`src/rtl/step_sequencer_mixer.sv`:
```
`default_nettype none
// ============================================================================
// Module   : step_sequencer_mixer
// Brief    : Multi-track step sequencer with per-track sample voices and a
//            saturating mixer producing one signed PCM word per audio strobe.
// Revision : 1.0 - initial release
// ============================================================================
module step_sequencer_mixer #(
    parameter int STEPS      = 16,
    parameter int TRACKS     = 4,
    parameter int PCM_W      = 24,
    parameter int ADDR_W     = 14,
    parameter int SAMPLE_LEN = 12000
) (
    input  logic                         clock,
    input  logic                         reset,
    input  logic                         beat,
    input  logic                         advance,
    input  logic                         mode,
    input  logic [$clog2(TRACKS)-1:0]    edit_track,
    input  logic [$clog2(STEPS)-1:0]     edit_step,
    input  logic                         edit_toggle,
    input  logic                         clear_track,
    input  logic [TRACKS*PCM_W-1:0]      sample_in,
    output logic [TRACKS*ADDR_W-1:0]     sample_addr,
    output logic [$clog2(STEPS)-1:0]     step_idx,
    output logic [STEPS-1:0]             step_onehot,
    output logic [STEPS-1:0]             step_leds,
    output logic [TRACKS-1:0]            trigger,
    output logic [TRACKS-1:0]            voice_active,
    output logic [PCM_W-1:0]             pcm_out
);

    localparam int SB    = $clog2(STEPS);
    localparam int TB    = $clog2(TRACKS);
    localparam int SUM_W = PCM_W + TB;

    typedef enum logic [0:0] {
        V_IDLE = 1'b0,
        V_PLAY = 1'b1
    } voice_state_t;

    logic [STEPS-1:0]  r_pattern [TRACKS];
    logic [SB-1:0]     r_step_idx;
    logic [TRACKS-1:0] r_trigger;
    logic [PCM_W-1:0]  r_pcm;

    logic [SB-1:0]     w_step_next;
    logic              w_trk_ok;
    logic              w_stp_ok;
    logic              w_edit_ok;
    logic [TRACKS-1:0] w_active;
    logic [SUM_W-1:0]  w_ext [TRACKS];
    logic [SUM_W-1:0]  w_sum;
    logic [TB:0]       w_sum_top;
    logic [PCM_W-1:0]  w_mix;

    assign w_step_next = (r_step_idx == SB'(STEPS - 1)) ? '0 : r_step_idx + SB'(1);
    assign w_trk_ok    = (32'(edit_track) < TRACKS);
    assign w_stp_ok    = (32'(edit_step) < STEPS);
    assign w_edit_ok   = ~mode & w_trk_ok & w_stp_ok;

    // Trigger samples the grid as it stood before any same-cycle edit lands.
    always_ff @(posedge clock) begin
        if (reset) begin
            r_step_idx <= SB'(STEPS - 1);
            r_trigger  <= '0;
            for (int t = 0; t < TRACKS; t++) begin
                r_pattern[t] <= '0;
            end
        end else begin
            r_trigger <= '0;
            if (beat) begin
                r_step_idx <= w_step_next;
                for (int t = 0; t < TRACKS; t++) begin
                    r_trigger[t] <= r_pattern[t][w_step_next];
                end
            end
            if (w_edit_ok) begin
                if (clear_track) begin
                    r_pattern[edit_track] <= '0;
                end else if (edit_toggle) begin
                    r_pattern[edit_track][edit_step] <= ~r_pattern[edit_track][edit_step];
                end
            end
        end
    end

    for (genvar t = 0; t < TRACKS; t++) begin : g_voice
        voice_state_t      r_state;
        voice_state_t      w_state_nxt;
        logic [ADDR_W-1:0] r_addr;
        logic [ADDR_W-1:0] w_addr_nxt;

        always_ff @(posedge clock) begin
            if (reset) begin
                r_state <= V_IDLE;
                r_addr  <= '0;
            end else begin
                r_state <= w_state_nxt;
                r_addr  <= w_addr_nxt;
            end
        end

        // A retrigger restarts the sample and overrides a coincident advance.
        always_comb begin
            w_state_nxt = r_state;
            w_addr_nxt  = r_addr;
            case (r_state)
                V_IDLE: begin
                    w_addr_nxt = '0;
                    if (r_trigger[t]) begin
                        w_state_nxt = V_PLAY;
                    end
                end
                V_PLAY: begin
                    if (r_trigger[t]) begin
                        w_addr_nxt = '0;
                    end else if (advance) begin
                        if (r_addr == ADDR_W'(SAMPLE_LEN - 1)) begin
                            w_state_nxt = V_IDLE;
                            w_addr_nxt  = '0;
                        end else begin
                            w_addr_nxt = r_addr + ADDR_W'(1);
                        end
                    end
                end
                default: begin
                    w_state_nxt = V_IDLE;
                    w_addr_nxt  = '0;
                end
            endcase
        end

        assign w_active[t]                       = (r_state == V_PLAY);
        assign sample_addr[t*ADDR_W +: ADDR_W]   = r_addr;
        assign w_ext[t] = {{TB{sample_in[(t+1)*PCM_W-1]}}, sample_in[t*PCM_W +: PCM_W]};
    end

    always_comb begin
        w_sum = '0;
        for (int t = 0; t < TRACKS; t++) begin
            if (w_active[t]) begin
                w_sum = w_sum + w_ext[t];
            end
        end
    end

    // The sum cannot wrap in SUM_W bits, so overflow shows as disagreeing top bits.
    assign w_sum_top = w_sum[SUM_W-1:PCM_W-1];

    always_comb begin
        w_mix = w_sum[PCM_W-1:0];
        if (!((&w_sum_top) || (~|w_sum_top))) begin
            w_mix = w_sum[SUM_W-1] ? {1'b1, {(PCM_W-1){1'b0}}}
                                   : {1'b0, {(PCM_W-1){1'b1}}};
        end
    end

    always_ff @(posedge clock) begin
        if (reset) begin
            r_pcm <= '0;
        end else if (advance) begin
            r_pcm <= w_mix;
        end
    end

    assign step_idx     = r_step_idx;
    assign step_onehot  = STEPS'(1) << r_step_idx;
    assign step_leds    = w_trk_ok ? r_pattern[edit_track] : '0;
    assign trigger      = r_trigger;
    assign voice_active = w_active;
    assign pcm_out      = r_pcm;

endmodule
`default_nettype wire

```
`config.mk`:
```
export PLATFORM = sky130hd
export DESIGN_NAME = step_sequencer_mixer
export DESIGN_NICKNAME = d
export VERILOG_FILES = /design/src/rtl/step_sequencer_mixer.sv
export SDC_FILE = /design/constraint.sdc
export NUM_CORES = 1
export LEC_CHECK = 0
export ABC_AREA = 0
export CAP_MARGIN = 10
export CELL_PAD_IN_SITES_DETAIL_PLACEMENT = 1
export CELL_PAD_IN_SITES_GLOBAL_PLACEMENT = 2
export CORE_MARGIN = 3
export CORE_UTILIZATION = 25
export CTS_BUF_LIST = sky130_fd_sc_hd__clkbuf_4 sky130_fd_sc_hd__clkbuf_8 sky130_fd_sc_hd__clkbuf_16
export DETAILED_ROUTE_END_ITERATION = 8
export HOLD_SLACK_MARGIN = 0.12
export PLACE_DENSITY_LB_ADDON = 0.1
export SYNTH_ARGS = -nofsm -noshare
export SYNTH_HDL_FRONTEND = slang
export SYNTH_SLANG_ARGS = --single-unit
```
`constraint.sdc`:
```
create_clock -name clock -period 11.3 [get_ports clock]
set_input_delay 1.695 -clock clock [delete_from_list [all_inputs] [get_ports clock]]
set_output_delay 1.695 -clock clock [all_outputs]
set_load 0.02 [all_outputs]
```
==> flow_results.org, run 1 <==
** Worst setup path
- By instance count, the cell type seen most on the critical path is nand2_1.
- The critical path is of the input pin to flop type.
- Sort of element at the end of the critical path :: flop
- The critical path contains buffers and inverters numbering 2 combined.
- Peak per-stage delay on the critical path :: 0.84 ns
- Worst path top cell family by delay :: compound AO/OA/AOI/OAI gates
- Req. time, crit path :: 11.57 ns
- Among all stages on the critical path, the largest delay is contributed by nand2b_1.
- Crit path DAT :: 10.15 ns
- STA classifies the critical path startpoint as an input pin.
- Crit Path Max Fanout :: 19

** Drt
- First-pass detailed-route iteration total :: 5
- Drc violations :: 0
- Detailed routing inserted a total of 12356 vias.
- In the routed layout, each cell is associated on average with a via count of 5.011.
- Starting DRT DRC Count :: 700
- The count of nets left with antenna violations once routing finished came out at 0.
- In the final routed layout, each cell accounts on average for 20.27 um.
- Total length of routed wires :: 49.98 mm

** Placement
- Port Buffer Count :: 232
- Routability-driven placement finished with a final weighted congestion of 0.8515.
- HPWL after detailed placement :: 39.32 mm
- Pre-CTS setup slack :: 0.9677 ns

** Yosys
- In the synthesized netlist, the cells that appear most often are nor2_1, nand2_1, a21oi_1, dfxtp_1, ha_1.
- Yosys printed 0 warnings.
- Counting flops with a built-in enable in the synthesized netlist gives 64.
- Ranking of synthesized cells by area :: edfxtp_1, dfxtp_1, ha_1
- Cell with the most instances after synthesis :: nor2_1
- When the netlist entered floorplanning its net count stood at 1776.
- Sequential share of the synthesized area :: 28.56%
- After synthesis, the largest area contributor takes up 14.58% of total cell area.
- Synthesis inferred 156 register bits.
- Synth async-reset ratio :: 0%
- Netlist area before placement :: 13180 um2
- Biggest area consumer among synthesized cells :: edfxtp_1
- After synthesis, the mean cell area works out to 8.337 um2.
- Top flip-flop cell by instance count after synthesis :: dfxtp_1
- Synthesis produced 1581 cells.
- Number of distinct library cells after synthesis :: 85

** Timing
- RSZ-0062 raised after global routing :: no
- The total count of hold-check failures in the final report is 0.
- Worst Hold Margin :: 0.4789 ns
- The smallest clock period supported by the final layout is computed as 9.880 ns.
- Post-route setup slack :: 1.420 ns
- The count of final max-slew check failures is 0.
- Setup total negative slack on the finished layout was measured at 0 ns.
- Based on the critical path, the design can be clocked at up to 101.2 MHz.
- Clock Skew :: 0.01151 ns
- In this run the tightest slew margin relative to its limit is 21.97%.
- At the pin with the least slew margin, the transition time is 1.167 ns.
- Final Setup Violations :: 0
- After layout, the worst path uses 87.44% of the clock period.

** Clock network
- Clock latency at the later pin of the worst-skew pair :: 0.45 ns
- In this run the number of H-tree levels came out at 4.
- Resized cells post-CTS :: 0
- The cell sitting at the root of the clock tree is a clkbuf_16.
- TritonCTS built the clock tree.
- Count of hold buffers inserted by post-cts repair :: 0
- Counting every sink on the clock net gives 156.
- Post CTS Setup Buffer Count :: 0
- Clk pin slew, worst setup/hold paths :: 0.06 ns
- Inserted Clock Buffers :: 17
- The clock passes through at most 2 buffers.

** Final layout
- 0 antenna diodes ended up in the layout.
- Final standard cell utilization of the core :: 32.45%
- # nets final :: 1968
- Fill cells in the final layout number 6110.
- Area growth from synthesis to final layout :: 27.31%
- Fraction of layout instances using a drive strength above 1 :: 8.007%

** Global route
- The first global-routing pass estimated 77.71 mm of wire.
- Antenna violations before repair :: 1
- Via count of the first global-routing pass :: 13157
- Global routing used 17.69% of the available tracks across all layers.
- Entering global routing, the biggest net connects 46 pins.
- Aggregate global routing overflow :: 0

** Die
- From bottom edge to top edge, the die measures 235.6 um.
- Site Rows :: 83
- Die width :: 235.6 um
- Core Area :: 51720 um2
- For this design the top-level I/O count stands at 233.
- Starting utilization of the core area :: 25.49%
- The die covers 55510 um2.

** Pwr
- Total power after layout :: 2.139 mW
- In this run the power density over the cells is 127.5 nW/um2.
- Worst supply voltage drop on vdd :: 0.09447 mV
- The analysis attributes to cell leakage a power of 6.370 nW.

** Min path
- The path class of the tightest hold or removal check is flop to flop.

** Flow run
- MaxCap Viol Count :: 0

** Status
- Status :: complete, no violations
==> state kept, by name, indices dropped and copies added, names as in the netlist <==
register and count:
r_pattern 64, g_voice.r_addr 56, pcm_out 24, g_voice.r_state 4, step_idx 4, trigger 4
==> path summary, 6_finish.rpt <==
path,start,end,cells after the start,slack [ns]
min reg2reg,pcm_out[21],pcm_out[21],2,0.48
max reg2reg,g_voice[0].r_state,pcm_out[3],32,2.42
max,sample_in[5],pcm_out[3],32,1.42
min,pcm_out[21],pcm_out[21],2,0.48
==> layout by cell type (no fill, tap or decap), drive strengths merged, types with 9 or more instances in the layout <==
| master | Yosys | layout |
|---|---|---|
| clkbuf | 51 | 23 |
| dfxtp | 92 | 92 |
| a31oi | 13 | 13 |
| nor3 | 33 | 33 |
| ha | 84 | 84 |
| o21a | 18 | 18 |
| mux4 | 41 | 41 |
| nand4 | 18 | 18 |
| clkdlybuf4s50 | 0 | 231 |
| nor2b | 38 | 38 |
| mux2i | 21 | 21 |
| a211oi | 17 | 17 |
| and3 | 23 | 23 |
| inv | 55 | 57 |
| xnor2 | 59 | 59 |
| o211ai | 28 | 28 |
| mux2 | 17 | 17 |
| nand2 | 205 | 205 |
| o21ai | 78 | 78 |
| nor2 | 211 | 211 |
| a21o | 27 | 27 |
| buf | 20 | 13 |
| nand3 | 35 | 35 |
| xor2 | 39 | 39 |
| a21oi | 108 | 108 |
| and2 | 35 | 35 |
| nand2b | 20 | 20 |
| nor4 | 9 | 9 |
| edfxtp | 64 | 64 |
| or3 | 18 | 18 |
==> metal layers <==
layer  share of wire, %  track usage [%]
met2                 51            31.86
met5              0.028                0
met1                 45            22.11
met4                1.3            4.425
met3                3.2            2.530
==> through the flow <==
stage | instances | instance area [um2]
after global routing | 2466 | 16780
after detailed placement | 2434 | 16140
after global placement | 2434 | 16140
after CTS | 2466 | 16780
final | 2466 | 16780
after floorplan | 1581 | 13180
==> cell families after synthesis <==
kind of cell / share of synthesized area (%)
compound gates: 18.12
xor+xnor: 6.693
fa+ha+maj: 8.430
buf+inv: 4.025
flops: 28.56
mux: 10.05
simple gates: 24.12
==> power breakdown <==
part / switching (mW) / total [mW] / leakage [nW] / internal, mW
clock network: 0.260 / 0.623 / 0.308 / 0.363
logic: 0.480 / 0.854 / 4.66 / 0.375
registers: 0.0344 / 0.661 / 1.41 / 0.627
total: 0.775 / 2.14 / 6.37 / 1.36
==> final cells by class <==
cell class / instances / area (um2) / area share (%)
Multi-Input combinational cell: 1299 / 8912 / 53.11
Sequential cell: 156 / 3766 / 22.44
Timing Repair Buffer: 244 / 2407 / 14.35
Tap cell: 680 / 850.8 / 5.070
Clock buffer: 23 / 541.8 / 3.229
Inverter: 55 / 206.4 / 1.230
Clock inverter: 9 / 95.09 / 0.5667
==> worst reg2reg max path, delay by kind of cell (launching register included) <==
family,cells,cell delay [ns]
AOI/OAI and AO/OA,14,3.49
xor gates and xnor gates,3,0.75
adders and majority gates,3,0.96
buffers and inverters,2,0.46
DFF,1,0.31
muxes,1,0.29
and+or+nand+nor,9,2.45
No activity file was read; power rests on OpenSTA's default activity.
==> run 2: changes to the inputs <==
Settings changed: CTS_CLUSTER_SIZE from default to 10.
==> results of run 2 <==
The final DEF is identical to that of run 1; final timing and power are the same.
